[src/rtl/stage_if_prefetch_pkg.sv]
// Shared defaults and helpers for the prefetching fetch stage.
// Pointer width carries one extra wrap bit above the slot index.
package stage_if_prefetch_pkg;
  localparam int unsigned ADDR_W_D = 32;
  localparam int unsigned INST_W_D = 32;
  localparam int unsigned DEPTH_D = 4;

  function automatic int unsigned ptr_w(input int unsigned depth);
    return $clog2(depth) + 1;
  endfunction
endpackage

[src/rtl/stage_if_prefetch_if.sv]
// Instruction-memory request bus and fetch-to-decode handshake.
// The fetch stage is the master of both.
interface rom_bus_if
  import stage_if_prefetch_pkg::*;
#(
  parameter int unsigned ADDR_W = ADDR_W_D,
  parameter int unsigned INST_W = INST_W_D
) ();
  logic              rom_ce;
  logic [ADDR_W-1:0] rom_addr;
  logic              rom_gnt;
  logic              rom_rvalid;
  logic [INST_W-1:0] rom_inst;

  modport master (
    output rom_ce, rom_addr,
    input  rom_gnt, rom_rvalid, rom_inst
  );
  modport slave (
    input  rom_ce, rom_addr,
    output rom_gnt, rom_rvalid, rom_inst
  );
endinterface

interface id_bus_if
  import stage_if_prefetch_pkg::*;
#(
  parameter int unsigned ADDR_W = ADDR_W_D,
  parameter int unsigned INST_W = INST_W_D
) ();
  logic              id_valid;
  logic [ADDR_W-1:0] id_pc;
  logic [INST_W-1:0] id_inst;
  logic              id_ready;

  modport master (
    output id_valid, id_pc, id_inst,
    input  id_ready
  );
  modport slave (
    input  id_valid, id_pc, id_inst,
    output id_ready
  );
endinterface

[src/rtl/stage_if_prefetch_fetch_queue.sv]
// In-order prefetch queue: slots reserved at issue, filled on response.
// Tracks responses still owed to a flushed stream in drop.
module fetch_queue
  import stage_if_prefetch_pkg::*;
#(
  parameter int unsigned ADDR_W = ADDR_W_D,
  parameter int unsigned INST_W = INST_W_D,
  parameter int unsigned DEPTH  = DEPTH_D,
  localparam int unsigned PW = ptr_w(DEPTH),
  localparam int unsigned IW = $clog2(DEPTH)
) (
  input  logic              clk,
  input  logic              rst,
  input  logic              issue,
  input  logic [ADDR_W-1:0] issue_pc,
  input  logic              rsp_valid,
  input  logic [INST_W-1:0] rsp_inst,
  input  logic              pop,
  input  logic              redirect,
  output logic [PW-1:0]     used,
  output logic [PW-1:0]     drop,
  output logic              head_valid,
  output logic [ADDR_W-1:0] head_pc,
  output logic [INST_W-1:0] head_inst,
  output logic              orphan
);
  logic [PW-1:0]     wr, fl, rd, drop_q;
  logic [ADDR_W-1:0] pc_q   [DEPTH];
  logic [INST_W-1:0] inst_q [DEPTH];
  logic [DEPTH-1:0]  filled;
  logic              fill, dec;
  logic [PW-1:0]     drop_sum, drop_redir;

  assign used = wr - rd;
  assign drop = drop_q;
  assign head_valid = (wr != rd) && filled[rd[IW-1:0]];
  assign head_pc = pc_q[rd[IW-1:0]];
  assign head_inst = inst_q[rd[IW-1:0]];
  assign fill = rsp_valid && (drop_q == '0) && (fl != wr);
  assign orphan = rsp_valid && (drop_q == '0) && (fl == wr);

  // A response landing in the redirect cycle is one of the owed ones.
  assign drop_sum = drop_q + (wr - fl);
  assign dec = rsp_valid && (drop_sum != '0);
  assign drop_redir = drop_sum - {{(PW-1){1'b0}}, dec};

  always_ff @(posedge clk or negedge rst) begin
    if (!rst) begin
      wr <= '0;
      fl <= '0;
      rd <= '0;
      drop_q <= '0;
      filled <= '0;
      for (int i = 0; i < DEPTH; i++) begin
        pc_q[i] <= '0;
        inst_q[i] <= '0;
      end
    end else if (redirect) begin
      fl <= wr;
      rd <= wr;
      drop_q <= drop_redir;
    end else begin
      if (issue) begin
        pc_q[wr[IW-1:0]] <= issue_pc;
        filled[wr[IW-1:0]] <= 1'b0;
        wr <= wr + PW'(1);
      end
      if (fill) begin
        inst_q[fl[IW-1:0]] <= rsp_inst;
        filled[fl[IW-1:0]] <= 1'b1;
        fl <= fl + PW'(1);
      end
      if (pop) rd <= rd + PW'(1);
      if (rsp_valid && (drop_q != '0))
        drop_q <= drop_q - PW'(1);
    end
  end
endmodule

[src/rtl/stage_if_prefetch.sv]
// Instruction fetch stage: sequential PC, credit-limited pipelined
// requests, prefetch queue toward decode, redirect flush.
module stage_if_prefetch
  import stage_if_prefetch_pkg::*;
#(
  parameter int unsigned ADDR_W = ADDR_W_D,
  parameter int unsigned INST_W = INST_W_D,
  parameter int unsigned DEPTH  = DEPTH_D,
  parameter logic [ADDR_W-1:0] RESET_PC = '0
) (
  input  logic              clk,
  input  logic              rst,
  rom_bus_if.master         rom,
  id_bus_if.master          id,
  input  logic              redirect_valid,
  input  logic [ADDR_W-1:0] redirect_pc,
  output logic              proto_err
);
  localparam int unsigned PW = ptr_w(DEPTH);
  localparam logic [ADDR_W-1:0] STEP = ADDR_W'(INST_W / 8);

  logic [ADDR_W-1:0] fetch_pc;
  logic [PW-1:0]     used, drop;
  logic [PW:0]       credit_use;
  logic              issue, pop, head_valid, orphan;

  // Slots reserved plus responses owed to a flush share one budget.
  assign credit_use = {1'b0, used} + {1'b0, drop};
  assign rom.rom_ce = (credit_use < (PW+1)'(DEPTH))
                   && !redirect_valid && rst;
  assign rom.rom_addr = fetch_pc;
  assign issue = rom.rom_ce && rom.rom_gnt;
  assign id.id_valid = head_valid && !redirect_valid;
  assign pop = id.id_valid && id.id_ready;

  fetch_queue #(
    .ADDR_W(ADDR_W),
    .INST_W(INST_W),
    .DEPTH (DEPTH)
  ) u_queue (
    .clk       (clk),
    .rst       (rst),
    .issue     (issue),
    .issue_pc  (fetch_pc),
    .rsp_valid (rom.rom_rvalid),
    .rsp_inst  (rom.rom_inst),
    .pop       (pop),
    .redirect  (redirect_valid),
    .used      (used),
    .drop      (drop),
    .head_valid(head_valid),
    .head_pc   (id.id_pc),
    .head_inst (id.id_inst),
    .orphan    (orphan)
  );

  always_ff @(posedge clk or negedge rst) begin
    if (!rst) begin
      fetch_pc <= RESET_PC;
      proto_err <= 1'b0;
    end else begin
      if (redirect_valid) fetch_pc <= redirect_pc;
      else if (issue) fetch_pc <= fetch_pc + STEP;
      if (orphan) proto_err <= 1'b1;
    end
  end
endmodule

[src/flat_wrapper.sv]
// flat-port wrapper written by rule: the top's interface ports become plain ports
module stage_if_prefetch_flat import stage_if_prefetch_pkg::*;
#(
  parameter int unsigned ADDR_W = ADDR_W_D,
  parameter int unsigned INST_W = INST_W_D,
  parameter int unsigned DEPTH  = DEPTH_D,
  parameter logic [ADDR_W-1:0] RESET_PC = '0
)
  (clk, rst, redirect_valid, redirect_pc, proto_err, rom_rom_ce, rom_rom_addr, rom_rom_gnt, rom_rom_rvalid, rom_rom_inst, id_id_valid, id_id_pc, id_id_inst, id_id_ready);
  rom_bus_if #(.ADDR_W(ADDR_W), .INST_W(INST_W)) rom_i ();
  id_bus_if #(.ADDR_W(ADDR_W), .INST_W(INST_W)) id_i ();
  input  logic clk;
  input  logic rst;
  input  logic redirect_valid;
  input  logic [ADDR_W-1:0] redirect_pc;
  output logic proto_err;
  output wire logic [$bits(rom_i.rom_ce)-1:0] rom_rom_ce;
  output wire logic [$bits(rom_i.rom_addr)-1:0] rom_rom_addr;
  input wire logic [$bits(rom_i.rom_gnt)-1:0] rom_rom_gnt;
  input wire logic [$bits(rom_i.rom_rvalid)-1:0] rom_rom_rvalid;
  input wire logic [$bits(rom_i.rom_inst)-1:0] rom_rom_inst;
  output wire logic [$bits(id_i.id_valid)-1:0] id_id_valid;
  output wire logic [$bits(id_i.id_pc)-1:0] id_id_pc;
  output wire logic [$bits(id_i.id_inst)-1:0] id_id_inst;
  input wire logic [$bits(id_i.id_ready)-1:0] id_id_ready;
  assign rom_rom_ce = rom_i.rom_ce;
  assign rom_rom_addr = rom_i.rom_addr;
  assign rom_i.rom_gnt = rom_rom_gnt;
  assign rom_i.rom_rvalid = rom_rom_rvalid;
  assign rom_i.rom_inst = rom_rom_inst;
  assign id_id_valid = id_i.id_valid;
  assign id_id_pc = id_i.id_pc;
  assign id_id_inst = id_i.id_inst;
  assign id_i.id_ready = id_id_ready;
  stage_if_prefetch #(.ADDR_W(ADDR_W), .INST_W(INST_W), .DEPTH(DEPTH), .RESET_PC(RESET_PC)) u_core (.clk(clk), .rst(rst), .rom(rom_i), .id(id_i), .redirect_valid(redirect_valid), .redirect_pc(redirect_pc), .proto_err(proto_err));
endmodule
[config.mk]
export PLATFORM = sky130hd
export DESIGN_NAME = stage_if_prefetch_flat
export DESIGN_NICKNAME = d
export VERILOG_FILES = /design/src/rtl/stage_if_prefetch_pkg.sv /design/src/rtl/stage_if_prefetch_if.sv /design/src/rtl/stage_if_prefetch_fetch_queue.sv /design/src/rtl/stage_if_prefetch.sv /design/src/flat_wrapper.sv
export SDC_FILE = /design/constraint.sdc
export NUM_CORES = 1
export LEC_CHECK = 0
export CORE_UTILIZATION = 35
export CTS_CLUSTER_SIZE = 40
export DETAILED_ROUTE_END_ITERATION = 16
export PLACE_DENSITY_LB_ADDON = 0.05
export SLEW_MARGIN = 0
export SYNTH_ARGS = -nofsm -noshare
export SYNTH_HDL_FRONTEND = slang
export SYNTH_SLANG_ARGS = --single-unit
[constraint.sdc]
create_clock -name clk -period 4.37 [get_ports clk]
set_input_delay 0.874 -clock clk [delete_from_list [all_inputs] [get_ports clk]]
set_output_delay 0.874 -clock clk [all_outputs]
set_load 0.005 [all_outputs]
==> results_dict.tcl <==
set metrics [dict create \
    status "finished, final reports clean" \
    final_antenna_net_count 0 \
    power_density_nw_per_um2 634 \
    ys_seq_area_frac 0.544 \
    p_total_uw 11200 \
    ctsHtreeMaxLevel 2 \
    rows 72 \
    synthAdderAreaFrac 0.0221 \
    fill_cells 3619 \
    r2r-start "u_core.u_queue.wr[0]$_DFFE_PN0P_" \
    via_count 8568 \
    synth_area_um2 14000 \
    cts_num_sinks 305 \
    synth_top_area_frac 0.544 \
    setup_tns_ns 0 \
    ys.flop_type "dfrtp_1" \
    drv_slew 0 \
    area_delta_synth_final_pct 25.4 \
    rsz0062_at_grt "no" \
    synth_edf_count 0 \
    worst-r2r-cell-count 12 \
    clk_pin_slew_worst_paths_ns 0.06 \
    port_buffers 168 \
    timing.critical_path.from "u_core.u_queue.wr[0]$_DFFE_PN0P_" \
    post_cts_buffers 0 \
    grtUsageTotal 0.181 \
    yosys.area.top_type "dfrtp_1" \
    syn-num-nets 1058 \
    relSlewSlack 0.383 \
    cts_tree "built" \
    synth_area_leaders "dfrtp_1 54%, mux2_2 17%, mux4_2 10%" \
    cp_max_fo 7 \
    dr.first_iter.drc_count 358 \
    clk_latency_ns 0.55 \
    antenna_found_initial 0 \
    drive_gt1_frac 0.331 \
    cts_buffer_depth 3 \
    ir_drop_v 0.000373 \
    routed_wl_mm 35.4 \
    start_util 0.359 \
    hold_class "in -> async" \
    fp.dieW_um 202 \
    clock.fmax_mhz 241 \
    synth_mux_area_frac 0.303 \
    ys_types 51 \
    finalHoldViolations 0 \
    finalCritPeriodShare 0.949 \
    first_pass_iters 4 \
    synth-xor-area-share 0.0125 \
    dp_hpwl_mm 22.0 \
    grt_first_pass_wirelength_mm 56.5 \
    vias_per_cell 5.12 \
    die-height_um 202 \
    critical_path_arrival_ns 3.27 \
    diodes 0 \
    route.detailed.wl_per_inst_um 21.2 \
    path_class "reg -> out" \
    syn-instance-count 965 \
    synth_compound_area_frac 0.0406 \
    core_um2 39100 \
    root_buffer "clkbuf_16" \
    cp.required_ns 3.50 \
    hold_buffers 0 \
    clock_skew_ns 0.0201 \
    place_congestion 0.730 \
    grt-ovfl-total 0 \
    leakage_uw 0.00798 \
    grt_pass1_vias 9322 \
    cap_violations 0 \
    cp-start-kind "flop" \
    dieArea_um2 40900 \
    finalSetupViolations 0 \
    num-nets-final 1219 \
    grt_max_degree 159 \
    drc 0 \
    worst_setup_path_end_kind "output port" \
    finalCriticalPeriod_ns 4.15 \
    yosys.area_share.simple 0.0496 \
    cts-resized-gates 0 \
    num_io_pins 169 \
    yosysWarnings 0 \
    avgSynthCellArea_um2 14.5 \
    worst_pin_slew_ns 0.926 \
    synth_top_family_by_area "multiplexers" \
    cts_buffers 37 \
    synthArstFlopShare 1.00 \
    synth_seq_cells 305 \
]
-- stage by stage --
stage	hold slack, ns	area (um^2)	setup WS [ns]	utilization	instances
finish	0.414	17600	0.224	0.450	1672
global route	0.481	17600	0.0344	0.450	1672
CTS	0.475	17600	0.135	0.450	1672
detailed placement	0.462	16300	0.691	0.417	1605
global placement	0.456	16300	0.763	0.417	1605
floorplan	0.444	14000	1.26	-	965
-- sequential cells by signal, indices dropped and copies added (netlist names) --
register and cells:
u_core.rom.rom_addr 32, u_core.proto_err 1, u_core.u_queue.inst_q 128, u_core.u_queue.filled 4, u_core.u_queue.fl 3, u_core.u_queue.drop 3, u_core.u_queue.rd 3, u_core.u_queue.wr 3
u_core.u_queue.pc_q 128
-- cells in the mapped netlist, types with 2 or more instances --
| master | count |
|---|---|
| mux4_2 | 65 |
| buf_2 | 20 |
| and2_1 | 2 |
| a31oi_1 | 3 |
| a21oi_1 | 4 |
| a21o_1 | 7 |
| mux2_1 | 25 |
| xnor2_1 | 11 |
| and4_1 | 2 |
| nand3b_1 | 2 |
| nor2_1 | 12 |
| and3_1 | 10 |
| or4_1 | 2 |
| nand4_1 | 11 |
| mux2_2 | 218 |
| nand3_1 | 16 |
| dfrtp_1 | 305 |
| a211oi_1 | 2 |
| mux2i_1 | 5 |
| ha_1 | 20 |
| o21ai_0 | 35 |
| o311ai_0 | 9 |
| clkbuf_1 | 25 |
| a221o_1 | 6 |
| o311ai_1 | 4 |
| fa_1 | 3 |
| buf_1 | 4 |
| xor2_1 | 9 |
| buf_4 | 16 |
| nand2_1 | 64 |
| o211ai_1 | 6 |
| nor3_1 | 4 |
| inv_1 | 20 |
-- worst max-delay path, cell delays in order, from the launching register on --
cell             delay, ns
dfrtp_1               0.39
inv_1                 0.21
ha_1                  0.19
inv_1                 0.05
fa_1                  0.38
xnor2_1               0.14
ha_1                  0.29
nor4b_2               0.33
and3_1                0.22
clkdlybuf4s50_1       0.54
-- placed cells by master (no fill, tap or decap), types with 11 or more instances in the layout --
cell / n
o21ai_0: 35
clkbuf_16: 39
nor2_1: 12
xnor2_1: 11
mux2_1: 25
nand3_1: 16
clkbuf_8: 15
clkdlybuf4s50_1: 166
nand4_1: 11
ha_1: 20
nand2_1: 60
buf_4: 11
dfrtp_1: 303
inv_1: 20
mux2_2: 218
mux4_2: 65
-- power breakdown --
part	switching, uW	internal (uW)	total [uW]
registers	534	3690	4220
logic	1510	2220	3730
clock network	1200	2000	3210
-- final timing paths --
path / to / slack, ns
worst min register to register: u_core.u_queue.filled[2]$_DFFE_PN0N_ / 0.47
worst max-delay path: rom_rom_ce / 0.22
worst min-delay path: u_core.u_queue.inst_q[8]$_DFFE_PN0P_ / 0.41
min in group clk: u_core.u_queue.filled[2]$_DFFE_PN0N_ / 0.47
worst max register to register: u_core.u_queue.pc_q[110]$_DFFE_PN0P_ / 0.72
max in group asynchronous: u_core.u_queue.pc_q[80]$_DFFE_PN0P_ / 2.60
-- layer usage --
metal	track usage	vias up	share of wire
met3	0.0384	47	0.045
met5	0	-	0
li1	-	3892	-
met1	0.253	4472	0.47
met4	0.0489	0	0.021
met2	0.283	157	0.47
-- kinds of logic after synthesis --
kind of cell | Yosys count
and+or+nand+nor | 135
DFF | 305
adders and majority gates | 23
AOI/OAI and AO/OA | 84
buffers and inverters | 85
xor gates and xnor gates | 20
muxes | 313
-- layout make-up --
class,count,area (um^2),share of cell area
well taps,518,648,0.0368
multi-input cells,575,6020,0.342
flip-flops and latches,305,7640,0.434
clock inverters,6,86.3,0.00491
inverters,20,75.1,0.00427
repair buffers,187,1920,0.109
clock buffers,61,1210,0.0687
(Power assumes the default switching activity.)
